File: src/rtl/tx_word_emitter.sv
// Change-detect word link transmitter: emits {toggle, payload} words so that
// consecutive words always differ. Optional GAP state under TX_WORD_EMITTER_GAP_EN.
module tx_word_emitter #(
  parameter int PAY_W = 11,
  parameter int CNT_W = 5
) (
  input  logic             clk,
  input  logic             reset,
  input  logic             start,
  input  logic [CNT_W-1:0] num_words,
  input  logic [PAY_W-1:0] in_data,
  input  logic             in_valid,
  output logic             in_ready,
  output logic [PAY_W:0]   data_out,
  output logic [3:0]       state,
  output logic [CNT_W-1:0] sent,
  output logic             done
);

  typedef enum logic [3:0] {
    ST_IDLE = 4'b0001,
    ST_SEND = 4'b0010,
`ifdef TX_WORD_EMITTER_GAP_EN
    ST_GAP  = 4'b0100,
`endif
    ST_DONE = 4'b1000
  } state_e;

  state_e           state_q, state_d;
  logic [PAY_W:0]   data_q, data_d;
  logic             toggle_q, toggle_d;
  logic [CNT_W-1:0] sent_q, sent_d;
  logic [CNT_W-1:0] target_q, target_d;
  logic             done_q, done_d;
  logic [CNT_W-1:0] sent_inc;

  assign in_ready = (state_q == ST_SEND);

  always_comb begin
    state_d  = state_q;
    data_d   = data_q;
    toggle_d = toggle_q;
    sent_d   = sent_q;
    target_d = target_q;
    done_d   = 1'b0;
    sent_inc = sent_q + CNT_W'(1);
    case (state_q)
      ST_IDLE: begin
        data_d   = '0;
        toggle_d = 1'b0;
        sent_d   = '0;
        if (start && (num_words != '0)) begin
          target_d = num_words;
          state_d  = ST_SEND;
        end
      end
      ST_SEND: begin
        if (in_valid && in_ready) begin
          // Inverted toggle leads, so the first word of a burst is never zero.
          data_d   = {~toggle_q, in_data};
          toggle_d = ~toggle_q;
          sent_d   = sent_inc;
          if (sent_inc == target_q) begin
            state_d = ST_DONE;
            done_d  = 1'b1;
          end else begin
`ifdef TX_WORD_EMITTER_GAP_EN
            state_d = ST_GAP;
`else
            state_d = ST_SEND;
`endif
          end
        end
      end
`ifdef TX_WORD_EMITTER_GAP_EN
      ST_GAP: begin
        state_d = ST_SEND;
      end
`endif
      ST_DONE: begin
        state_d  = ST_IDLE;
        data_d   = '0;
        toggle_d = 1'b0;
        sent_d   = '0;
      end
      default: begin
        state_d = ST_IDLE;
      end
    endcase
  end

  always_ff @(posedge clk or posedge reset) begin
    if (reset) begin
      state_q  <= ST_IDLE;
      data_q   <= '0;
      toggle_q <= 1'b0;
      sent_q   <= '0;
      target_q <= '0;
      done_q   <= 1'b0;
    end else begin
      state_q  <= state_d;
      data_q   <= data_d;
      toggle_q <= toggle_d;
      sent_q   <= sent_d;
      target_q <= target_d;
      done_q   <= done_d;
    end
  end

  assign data_out = data_q;
  assign state    = state_q;
  assign sent     = sent_q;
  assign done     = done_q;

endmodule

File: config.mk
export PLATFORM = sky130hd
export DESIGN_NAME = tx_word_emitter
export DESIGN_NICKNAME = d
export VERILOG_FILES = /design/src/rtl/tx_word_emitter.sv
export SDC_FILE = /design/constraint.sdc
export NUM_CORES = 1
export LEC_CHECK = 0
export CAP_MARGIN = 10
export CORE_UTILIZATION = 46
export DETAILED_ROUTE_END_ITERATION = 12
export GPL_TIMING_DRIVEN = 0
export PLACE_DENSITY = 0.85
export SETUP_SLACK_MARGIN = 0.4
export SYNTH_ARGS = -nofsm -noshare
export SYNTH_HDL_FRONTEND = slang
export SYNTH_SLANG_ARGS = --single-unit
File: constraint.sdc
create_clock -name clk -period 3.8 [get_ports clk]
set_input_delay 0.76 -clock clk [delete_from_list [all_inputs] [get_ports clk]]
set_output_delay 0.76 -clock clk [all_outputs]
set_load 0.02 [all_outputs]
==> impl_metrics.tcl <==
set metrics [dict create \
    max_freq_mhz 405.4 \
    period_share_pct 64.91 \
    synth_nets 117 \
    grt_pass1_wl_um 4002 \
    clkTransAtPathRegs_ps 140 \
    crit_path_max_incr_delay_ps 660 \
    cp_max_fo 5 \
    yosys.area.top_type "dfrtp_1" \
    core_area_um2 2297 \
    wire_per_inst_um 15.12 \
    p_leak_uw 0.0007408 \
    die_w_um 52.30 \
    ys_ff_latch 26 \
    critical_path_arrival_ps 1710 \
    drive_above_1_share_pct 11.35 \
    h-tree-depth 1 \
    cts_buffers 3 \
    grt_use_total_pct 20.50 \
    insertion_delay_ps 320 \
    avgViaCountPerCell 5.201 \
    holdPathEnd "data_out[11]$_DFFE_PP0P_" \
    fin_util_pct 72.33 \
    grt_max_degree 27 \
    fin_area_um2 1662 \
    cts_sinks 26 \
    critPathLaunchType "flip-flop" \
    placement_rows 17 \
    cpMaxStageDelayCell "clkdlybuf4s50_1" \
    ctsResizeCount 0 \
    start_util_pct 50.65 \
    hold_viol_final 0 \
    synth_area_um2 1164 \
    die-area_um2 2735 \
    first_pass_iters 4 \
    worstPathCellList "nor3b_2, clkdlybuf4s50_1" \
    post-dp-hpwl_um 1850 \
    slew_headroom_pct 36.50 \
    area_growth_syn_to_layout_pct 42.80 \
    cts_setup_buffers 0 \
    skew_ps 12.06 \
    syn_inst 96 \
    num_antenna_cells 0 \
    gp_congestion 0.7386 \
    wl_um 2555 \
    hp-class "reg -> reg" \
    wl_met1_um 1089 \
    synth_seq_area_share_pct 56.02 \
    path_buf_inv 1 \
    drtIter0Drc 12 \
    fin_nets 163 \
    reg2reg_from "sent[0]$_DFFE_PP0P_" \
    r2r_cells 5 \
    io_pins 43 \
    ir_drop_mv 0.3635 \
    worst_slew_pin_slew_ps 951.4 \
    setup_viol 0 \
    placed_area_um2 1609 \
    cts.root.buffer_cell "clkbuf_4" \
    slew_viol_final 0 \
    yosys-top-cells-area "dfrtp_1 54%, a22o_1 9.0%, nand2_1 4.5%" \
    cp-end-kind "output pin" \
    wl_met2_um 1291 \
    drv_cap 0 \
    critical_path.top_delay_family "buffers and inverters" \
    grt-ovfl-total 0 \
    cp.depth 2 \
    die_h_um 52.30 \
    clk_path_buf_depth 2 \
    reg2reg_to "state[1]$_DFFE_PP0P_" \
    synth_top_area_share_pct 53.76 \
    holdPathStages 1 \
    outcome "complete, no violations" \
    grt_setup_unrepaired "false" \
    fin_setup_tns_ps 0 \
    cp_data_required_time_ps 3040 \
    synth.distinct_cells 26 \
    drc_errors 0 \
    ys_warn_count 0 \
    p_per_area_nw_per_um2 619.0 \
    postCtsHoldBufs 0 \
    num_vias 879 \
    worst-setup-path-type "reg -> out" \
    grt_pass1_vias 883 \
    holdCritStartpoint "data_out[11]$_DFFE_PP0P_" \
    ant_nets 0 \
    wl_met3_um 88 \
    portBuffers 41 \
    antenna_found_initial 0 \
    finalCriticalPeriod_ps 2467 \
    top_layer "met4" \
    synth_area_per_cell_um2 12.12 \
    timing.reg2reg.setup_slack_ps 2140 \
    tritoncts "yes" \
]
==> through the flow <==
stage               hold slack (ps)  instances  worst slack (ps)  power, µW
global placement              483.7        165              1415      832.7
finish                        514.2        169              1333       1029
floorplan                     462.4         96              1877      683.0
global route                  540.9        169              1255       1086
CTS                           523.0        169              1331       1035
detailed placement            487.9        165              1377      845.2
==> logic make-up after synthesis <==
group                      Yosys count  share of synthesized area, %
DFF                                 26                         56.02
buffers and inverters                7                         3.548
other                                1                        0.3223
muxes                                2                         2.581
and+or+nand+nor                     28                         12.69
adders and majority gates            1                         1.075
xor gates and xnor gates            10                         8.817
AOI/OAI and AO/OA                   21                         14.95
==> Yosys cell counts, drive strengths merged <==
library cell / instances
a21o: 1
a22o: 12
and2: 1
and4bb: 1
buf: 4
clkbuf: 1
conb: 1
dfrtp: 25
dfstp: 1
ha: 1
inv: 2
mux2: 2
nand2: 14
nand3: 3
nand4: 1
nand4bb: 1
nor2: 4
nor3: 1
nor3b: 1
o21a: 1
o21ai: 7
or4: 1
xnor2: 6
xor2: 3
xor3: 1
==> placed cells by master (no fill, tap or decap) <==
| master | synthesis | routed |
|---|---|---|
| a21o_1 | 1 | 1 |
| a22o_1 | 12 | 12 |
| and2_1 | 1 | 1 |
| and4bb_2 | 1 | 1 |
| buf_4 | 4 | 4 |
| bufinv_16 | 0 | 1 |
| clkbuf_1 | 1 | 1 |
| clkbuf_4 | 0 | 3 |
| clkdlybuf4s50_1 | 0 | 41 |
| conb_1 | 1 | 1 |
| dfrtp_1 | 25 | 25 |
| dfstp_2 | 1 | 1 |
| ha_1 | 1 | 1 |
| inv_1 | 2 | 2 |
| mux2_4 | 2 | 2 |
| nand2_1 | 14 | 14 |
| nand3_1 | 3 | 3 |
| nand4_1 | 1 | 1 |
| nand4bb_1 | 1 | 1 |
| nor2_1 | 4 | 4 |
| nor3_1 | 1 | 1 |
| nor3b_2 | 1 | 1 |
| o21a_4 | 1 | 1 |
| o21ai_0 | 6 | 6 |
| o21ai_4 | 1 | 1 |
| or4_4 | 1 | 1 |
| xnor2_1 | 6 | 6 |
| xor2_1 | 3 | 3 |
| xor3_1 | 1 | 1 |
==> metal layers <==
metal / up-vias / track usage, %
li1: 421 / -
met3: 8 / 1.739
met1: 417 / 25.10
met2: 33 / 35.44
met4: 0 / 10.96
met5: - / 0
==> worst register-to-register path: cells and delay by family, from the launching register on <==
kind | cells | cell delay (ps)
AOI/OAI and AO/OA | 1 | 190
DFF | 1 | 470
adders and majority gates | 1 | 350
xor gates and xnor gates | 1 | 150
and+or+nand+nor | 2 | 410
==> how the worst max path moves through the flow <==
stage	startpoint	to
global route	state[1]$_DFFE_PP0P_	in_ready
finish	state[1]$_DFFE_PP0P_	in_ready
CTS	state[1]$_DFFE_PP0P_	in_ready
floorplan	num_words[2]	target_q[2]$_DFFE_PP0P_
detailed placement	num_words[2]	target_q[2]$_DFFE_PP0P_
global placement	num_words[2]	target_q[3]$_DFFE_PP0P_
==> final cells by class <==
| type | count | area (µm²) |
|---|---|---|
| flip-flops and latches | 26 | 651.9 |
| fillers | 168 | 635.6 |
| multi-input cells | 63 | 470.5 |
| repair buffers | 41 | 410.4 |
| well taps | 28 | 35.03 |
| plain buffers | 5 | 33.78 |
| clock inverters | 1 | 30.03 |
| clock buffers | 3 | 22.52 |
| inverters | 2 | 7.507 |
==> flip-flops by register name (all words and copies together) (netlist names) <==
signal    count
data_out     12
target_q      5
state         3
done          1
sent          5
==> power by group <==
group | total (µW) | switching, µW | internal (µW)
sequential | 407 | 58.5 | 349
clock | 185 | 78.1 | 107
combinational | 436 | 207 | 229
total | 1030 | 343 | 685
No activity file was read; power rests on OpenSTA's default activity.
